`src/rtl/bcd_serial_sub.sv`:
```
// Digit-serial packed-BCD subtractor z = x - y, one digit per clock, LSD first.
// Optional macro BCD_SUB_CHECK_EN: reject non-BCD operands with err and an immediate done.
module bcd_serial_sub #(
  parameter int DIGITS = 4,
  parameter int WIDTH  = 4*DIGITS
) (
  input  logic             clk,
  input  logic             rst,
  input  logic             start,
  input  logic [WIDTH-1:0] x,
  input  logic [WIDTH-1:0] y,
  output logic             busy,
  output logic             done,
  output logic [WIDTH-1:0] z,
  output logic             borrow,
  output logic             err
);

  localparam int CNT_W = (DIGITS > 1) ? $clog2(DIGITS) : 1;
  localparam logic [CNT_W-1:0] LAST = CNT_W'(DIGITS-1);

  typedef enum logic [1:0] {IDLE, RUN, DONE} state_t;

  state_t           state_reg;
  logic [WIDTH-1:0] x_reg, y_reg, z_reg;
  logic [CNT_W-1:0] cnt_reg;
  logic             b_reg, borrow_reg, busy_reg, done_reg;

  logic [4:0]       t_next;
  logic [3:0]       digit_next;
  logic             skip;

  // 5-bit two's-complement difference; bit 4 is the sign, hence the new borrow.
  assign t_next     = {1'b0, x_reg[3:0]} - {1'b0, y_reg[3:0]} - {4'b0000, b_reg};
  assign digit_next = t_next[4] ? (t_next[3:0] + 4'd10) : t_next[3:0];

`ifdef BCD_SUB_CHECK_EN
  logic              err_reg;
  logic [DIGITS-1:0] bad_digit;

  for (genvar gi = 0; gi < DIGITS; gi++) begin : g_chk
    assign bad_digit[gi] = (x[4*gi +: 4] > 4'd9) || (y[4*gi +: 4] > 4'd9);
  end
  assign skip = |bad_digit;
  assign err  = err_reg;
`else
  assign skip = 1'b0;
  assign err  = 1'b0;
`endif

  always_ff @(posedge clk) begin
    if (rst) begin
      state_reg  <= IDLE;
      x_reg      <= '0;
      y_reg      <= '0;
      z_reg      <= '0;
      cnt_reg    <= '0;
      b_reg      <= 1'b0;
      borrow_reg <= 1'b0;
      busy_reg   <= 1'b0;
      done_reg   <= 1'b0;
`ifdef BCD_SUB_CHECK_EN
      err_reg    <= 1'b0;
`endif
    end else begin
      case (state_reg)
        IDLE: begin
          if (start) begin
            x_reg      <= x;
            y_reg      <= y;
            z_reg      <= '0;
            cnt_reg    <= '0;
            b_reg      <= 1'b0;
            borrow_reg <= 1'b0;
            busy_reg   <= 1'b1;
            done_reg   <= skip;
            state_reg  <= skip ? DONE : RUN;
`ifdef BCD_SUB_CHECK_EN
            err_reg    <= skip;
`endif
          end
        end
        RUN: begin
          x_reg   <= x_reg >> 4;
          y_reg   <= y_reg >> 4;
          // New digit enters at the top so digit 0 ends up in [3:0].
          z_reg   <= (z_reg >> 4) | (WIDTH'(digit_next) << (WIDTH-4));
          b_reg   <= t_next[4];
          cnt_reg <= cnt_reg + 1'b1;
          if (cnt_reg == LAST) begin
            borrow_reg <= t_next[4];
            done_reg   <= 1'b1;
            state_reg  <= DONE;
          end
        end
        DONE: begin
          done_reg  <= 1'b0;
          busy_reg  <= 1'b0;
          state_reg <= IDLE;
        end
        default: state_reg <= IDLE;
      endcase
    end
  end

  assign busy   = busy_reg;
  assign done   = done_reg;
  assign z      = z_reg;
  assign borrow = borrow_reg;

endmodule

```
`config.mk`:
```
export PLATFORM = sky130hd
export DESIGN_NAME = bcd_serial_sub
export DESIGN_NICKNAME = d
export VERILOG_FILES = /design/src/rtl/bcd_serial_sub.sv
export SDC_FILE = /design/constraint.sdc
export NUM_CORES = 1
export LEC_CHECK = 0
export ABC_AREA = 1
export CORE_MARGIN = 4
export CORE_UTILIZATION = 50
export DETAILED_ROUTE_END_ITERATION = 16
export GPL_TIMING_DRIVEN = 0
export PLACE_DENSITY_LB_ADDON = 0.25
export SYNTH_ARGS = -nofsm -noshare
export SYNTH_HDL_FRONTEND = slang
export SYNTH_SLANG_ARGS = --single-unit
```
`constraint.sdc`:
```
create_clock -name clk -period 2.21 [get_ports clk]
set_clock_uncertainty 0.1 [all_clocks]
set_input_delay 0.3315 -clock clk [delete_from_list [all_inputs] [get_ports clk]]
set_output_delay 0.3315 -clock clk [all_outputs]
set_load 0.005 [all_outputs]
```
==> impl_metrics.env, run 1 <==
export IMPL_leakage_nw=1.27
export IMPL_synth_distinct_cells=27
export IMPL_yosysTopAreaCellShare_pct=45.6
export IMPL_max_slew_margin_pct=65.0
export IMPL_syn_inst=326
export IMPL_synth_ff_type="dfxtp_1"
export IMPL_first_pass_iters=4
export IMPL_power_total_mw=2.37
export IMPL_post_route_drc_count=0
export IMPL_num_vias=2319
export IMPL_cp_slowest_cell="fa_2"
export IMPL_ctsHoldBuffers=0
export IMPL_hpwl_um=4430
export IMPL_critical_path_cell_chain="inv_1 > fa_2 > fa_2 > inv_1 > nand2_2 > nand2_2 > nand2_2 > nand2_4 > nand2_4 > nand2_1 > nand3_1 > a21oi_1"
export IMPL_synth_fa_ha_area_share_pct=5.69
export IMPL_wirelength_um=6020
export IMPL_slowest_delay_ps=390
export IMPL_vdd_drop_max_mv=0.439
export IMPL_synth_common_cells="116 x nand2_1, 56 x dfxtp_1, 29 x a21oi_1"
export IMPL_reg2regPathDepth=12
export IMPL_port_buffers=53
export IMPL_hold_viol=0
export IMPL_htree_levels=2
export IMPL_ys_seq_area_share_pct=45.6
export IMPL_syn_to_final_growth_pct=30.6
export IMPL_design_core_area_um2=4750
export IMPL_numClockSinks=56
export IMPL_initial_core_util_pct=51.8
export IMPL_tightest_slew_ps=525
export IMPL_synthMuxAreaShare_pct=0
export IMPL_status="completed"
export IMPL_antenna_found_initial=0
export IMPL_reg2reg_slack_ps=100
export IMPL_grt_overflow=0
export IMPL_num_antenna_cells=0
export IMPL_synth_most_common_cell="nand2_1"
export IMPL_cts_buffer_depth=2
export IMPL_gr_usage_all_layers_pct=19.5
export IMPL_startpoint="b_reg"
export IMPL_die_area_um2=6110
export IMPL_die_h_um=78.2
export IMPL_pwr_density_cell_nw_per_um2=736
export IMPL_path_clk_slew_ps=90
export IMPL_worstSetupPathType="reg -> reg"
export IMPL_period_needed_ps=2110
export IMPL_grt_pass1_vias=2043
export IMPL_final_cells=452
export IMPL_drive_gt1_share_pct=9.09
export IMPL_gp_congestion=0.824
export IMPL_finalCritPeriodShare_pct=95.3
export IMPL_fin_nets=431
export IMPL_nFillCells=431
export IMPL_crit_top_cell="nand2_2"
export IMPL_r2r_start="b_reg"
export IMPL_clk_latency_ps=300
export IMPL_grt_first_pass_wirelength_um=9480
export IMPL_end_kind="register"
export IMPL_hold_path_class="reg -> reg"
export IMPL_rr_endpoint="z[13]"
export IMPL_synth_area_um2=2460
export IMPL_yosys_area_top_type="dfxtp_1"
export IMPL_cts_buffers=5
export IMPL_syn_area_per_cell_um2=7.55
export IMPL_critPathCapture="z[13]"
export IMPL_synth_top_family_by_area="simple AND/OR/NAND/NOR gates"
export IMPL_synth_edf_count=0
export IMPL_rsz0062_at_grt="no"
export IMPL_async_flop_share_pct=0
export IMPL_synth_compound_area_share_pct=18.9
export IMPL_ant_nets=0
export IMPL_drtIter0Drc=143
export IMPL_rows=25
export IMPL_grt_max_degree=16
export IMPL_io_pin_count=55
export IMPL_viasPerCell=5.13
export IMPL_yosys_area_share_simple_pct=22.1
export IMPL_wl_per_cell_um=13.3
export IMPL_synth_xor_area_share_pct=0
export IMPL_synth_seq_cells=56
export IMPL_root_buffer="clkbuf_8"
export IMPL_setup_ws_ps=105
export IMPL_cts_tree="done"
export IMPL_synthesis_nets=371
export IMPL_maxCapViolations=0
export IMPL_crit_fanout=4
export IMPL_critPathLaunchType="register"
export IMPL_drv_slew=0
export IMPL_setup_violations=0
export IMPL_post_cts_setup_buffers=0
export IMPL_yosysWarnings=0
export IMPL_arrival_ps=2230
export IMPL_cp_data_required_time_ps=2340
export IMPL_chipWidth_um=78.2
export IMPL_dpl_cell_count=446
export IMPL_fmax_ghz=0.475
export IMPL_place_ws_ps=-36.9
export IMPL_ys_top_cells_by_area="dfxtp_1 46%, nand2_1 18%, a31oi_1 6.1%, a21oi_1 5.9%, o21ai_0 5.5%"
## placed cells by master, fill, tap and decap left out
master,count
a21o_1,1
a21oi_1,29
ha_1,8
buf_4,3
clkbuf_8,5
bufinv_16,1
nand3_1,7
clkbuf_1,9
nor2_8,1
inv_1,17
nand2_2,3
a31oi_1,24
clkdlybuf4s50_1,53
dfxtp_2,2
nand3_2,2
buf_6,2
o21ai_0,26
inv_4,1
buf_2,5
o21a_1,1
nand3b_1,1
fa_2,2
nand2_1,111
buf_1,1
o21ai_1,3
conb_1,1
nand4_1,1
a31o_2,1
dfxtp_1,54
nor2_1,3
inv_2,3
nand2_4,3
nor2_2,1
## critical path, delay by kind of cell, from the launching register on
kind / cells / cell delay (ps)
flops: 1 / 330
buf+inv: 2 / 130
simple gates: 7 / 530
compound gates: 1 / 160
fa+ha+maj: 2 / 770
## area by class of cell
type,instances,area (um2),share of cell area (%)
well taps,67,83.8,2.61
repair buffers,53,531,16.5
flip-flops and latches,56,1120,35.0
clock inverters,1,30.0,0.934
inverters,21,81.3,2.53
clock buffers,5,68.8,2.14
plain buffers,20,108,3.35
multi-input cells,229,1190,37.0
## per-stage QoR
stage	utilization (%)	instance area [um2]	hold slack (ps)	setup TNS, ps
floorplan	-	2460	333	0
CTS	66.8	3180	366	0
global route	67.6	3210	386	0
finish	67.6	3210	362	0
detailed placement	64.7	3080	355	-55.3
global placement	64.7	3080	349	0
## power breakdown
group	internal, mW	switching [mW]
registers	1.09	0.0509
clock network	0.326	0.304
logic	0.262	0.336
total	1.68	0.690
## metal layers
layer / GRT usage, % / wire, um / share of wire (%)
met2: 34.2 / 3050 / 51
met3: 3.10 / 381 / 6.3
met5: 0 / 0 / 0
met1: 24.9 / 2550 / 42
met4: 5.24 / 40 / 0.66
## how the worst min path moves through the flow
stage / from / end / slack, ps / depth (start not counted)
after CTS: cnt_reg[0] / cnt_reg[0] / 370 / 1
after detailed placement: y_reg[12] / y_reg[12] / 360 / 2
after global routing: x_reg[12] / x_reg[12] / 390 / 2
after global placement: x_reg[14] / x_reg[14] / 350 / 2
final: cnt_reg[0] / cnt_reg[0] / 360 / 1
after floorplan: cnt_reg[0] / cnt_reg[0] / 330 / 1
## cells by family after synthesis
kind of cell    after synthesis
other cells                   1
flops                        56
fa+ha+maj                    10
buf+inv                      41
simple gates                133
compound gates               85
## repair_timing
action,in CTS,in global routing
gates resized for setup,2,12
pin swaps,0,7
endpoints found under the setup margin,5,5
gates cloned,0,0
Power figures use the tool's default switching activity.
==> inputs of run 2 (changes only) <==
clock period = 1.95 ns   (was 2.21 ns; I/O delays follow)
==> impl_metrics.env, run 2 (synthesis gave the netlist of run 1 again) <==
export IMPL_status="complete, but fails checks"
export IMPL_violations="setup timing"
export IMPL_seq_area_um2=1120
export IMPL_rsz0062_at_grt="yes"
export IMPL_post_route_drc_count=0
export IMPL_drtIter0Drc=94
export IMPL_max_slew_margin_pct=58.5
export IMPL_dpl_cell_count=446
export IMPL_reg2reg_slack_ps=-120
export IMPL_gp_congestion=0.819
export IMPL_crit_fanout=4
export IMPL_critPathBufInv=2
export IMPL_power_total_mw=2.84
export IMPL_final_cell_mix="108 x nand2_1, 54 x dfxtp_1, 53 x clkdlybuf4s50_1"
export IMPL_reg2regPathDepth=12
export IMPL_tightest_slew_ps=623
export IMPL_hold_viol=0
export IMPL_hold_path_class="reg -> reg"
export IMPL_slowest_delay_ps=410
export IMPL_pwr_density_cell_nw_per_um2=857
export IMPL_grt_first_pass_wirelength_um=9920
export IMPL_hold_depth=1
export IMPL_multi_input_area_um2=1260
export IMPL_crit_top_cell="nand2_4"
export IMPL_hpwl_um=4340
export IMPL_cp_slowest_cell="fa_2"
export IMPL_viasPerCell=5.06
export IMPL_gr_usage_all_layers_pct=20.6
export IMPL_ctsHoldBuffers=0
export IMPL_syn_to_final_growth_pct=34.8
export IMPL_nFillCells=401
export IMPL_antenna_found_initial=0
export IMPL_maxCapViolations=0
export IMPL_vdd_drop_max_mv=0.469
export IMPL_io_pin_count=55
export IMPL_holdWs_ps=361
export IMPL_grt_pass1_vias=2145
export IMPL_die_area_um2=6110
export IMPL_cts_tree="done"
export IMPL_chipWidth_um=78.2
export IMPL_initial_core_util_pct=51.8
export IMPL_num_vias=2311
export IMPL_wl_per_cell_um=13.7
export IMPL_fmax_ghz=0.482
export IMPL_design_core_area_um2=4750
export IMPL_final_cells=457
export IMPL_finalCritPeriodShare_pct=106
export IMPL_critPathLaunchType="register"
export IMPL_root_buffer="clkbuf_8"
export IMPL_arrival_ps=2220
export IMPL_grt_overflow=0
export IMPL_first_pass_iters=4
export IMPL_end_kind="register"
export IMPL_cp_depth=12
export IMPL_final_common_cell="nand2_1"
export IMPL_htree_levels=2
export IMPL_num_antenna_cells=0
export IMPL_period_needed_ps=2070
export IMPL_grt_max_degree=17
export IMPL_final_util_pct=69.8
export IMPL_clk_latency_ps=310
export IMPL_port_buffers=53
export IMPL_cp_data_required_time_ps=2100
export IMPL_cts_buffers=5
export IMPL_critical_path_cell_chain="inv_2 > fa_2 > fa_2 > inv_2 > nand2_4 > nand2_4 > nand2_4 > nand2_4 > nand2_4 > nand2_2 > nand3_2 > a21oi_2"
export IMPL_worstSetupPathType="reg -> reg"
export IMPL_wirelength_um=6240
export IMPL_leakage_nw=1.30
export IMPL_cts_buffer_depth=2
export IMPL_drv_slew=0
export IMPL_rows=25
export IMPL_critPathTopFamily="adder cells"
export IMPL_numClockSinks=56
export IMPL_drive_gt1_share_pct=14.1
export IMPL_die_h_um=78.2
export IMPL_fin_nets=434
export IMPL_path_clk_slew_ps=100
export IMPL_setup_ws_ps=-123
export IMPL_ant_nets=0
export IMPL_setup_violations=5
## run 2: changes by cell type in the layout (fill, tap and decap cells not counted), sizes merged
cell / change
buf: +3
clkinv: +1
clkbuf: +1
## run 2: through the flow
| step | setup TNS (ps) | setup slack (ps) | area [um2] |
|---|---|---|---|
| floorplan | 0 | 4.95 | 2460 |
| global placement | -747 | -152 | 3080 |
| detailed placement | -1050 | -198 | 3080 |
| CTS | -315 | -94.2 | 3230 |
| global route | -970 | -235 | 3320 |
| finish | -475 | -123 | 3320 |
## run 2: final cells by class
class | count | area share [%]
clock inverters | 2 | 1.06
well taps | 67 | 2.53
inverters | 21 | 2.45
flip-flops and latches | 56 | 33.9
clock buffers | 6 | 2.19
multi-input cells | 229 | 38.0
plain buffers | 20 | 3.24
repair buffers | 56 | 16.7
## run 2: timing repair
item,CTS,global route
buffers inserted,2,1
endpoints found under the setup margin,5,5
gates resized for setup,13,21
pin swaps,3,8
## run 2: worst paths after layout
check	start	to
worst min-delay path	cnt_reg[0]	cnt_reg[0]
worst min register to register	cnt_reg[0]	cnt_reg[0]
worst max-delay path	y_reg[0]	z[14]
worst max register to register	y_reg[0]	z[14]
## run 2: report_power, final
part	internal [mW]	total (mW)	leakage [nW]	switching, mW
registers	1.23	1.29	0.461	0.0588
clock network	0.382	0.748	0.0552	0.367
logic	0.358	0.804	0.782	0.445
total	1.97	2.84	1.30	0.871
## run 2: worst reg2reg max path, cell delays in order, from the launching register on
cell	delay (ps)
dfxtp_2	340
inv_2	40
fa_2	410
fa_2	390
inv_2	80
nand2_4	60
nand2_4	90
nand2_4	60
nand2_4	80
nand2_4	70
nand2_2	60
nand3_2	80
a21oi_2	150
## run 2: layer usage
layer | vias to the layer above | part of all wire (%) | GRT usage [%]
met1 | 1057 | 43 | 25.0
met5 | - | 0 | 0
met4 | 0 | 1.8 | 6.29
li1 | 1198 | - | -
met2 | 44 | 51 | 35.9
met3 | 12 | 3.8 | 5.05
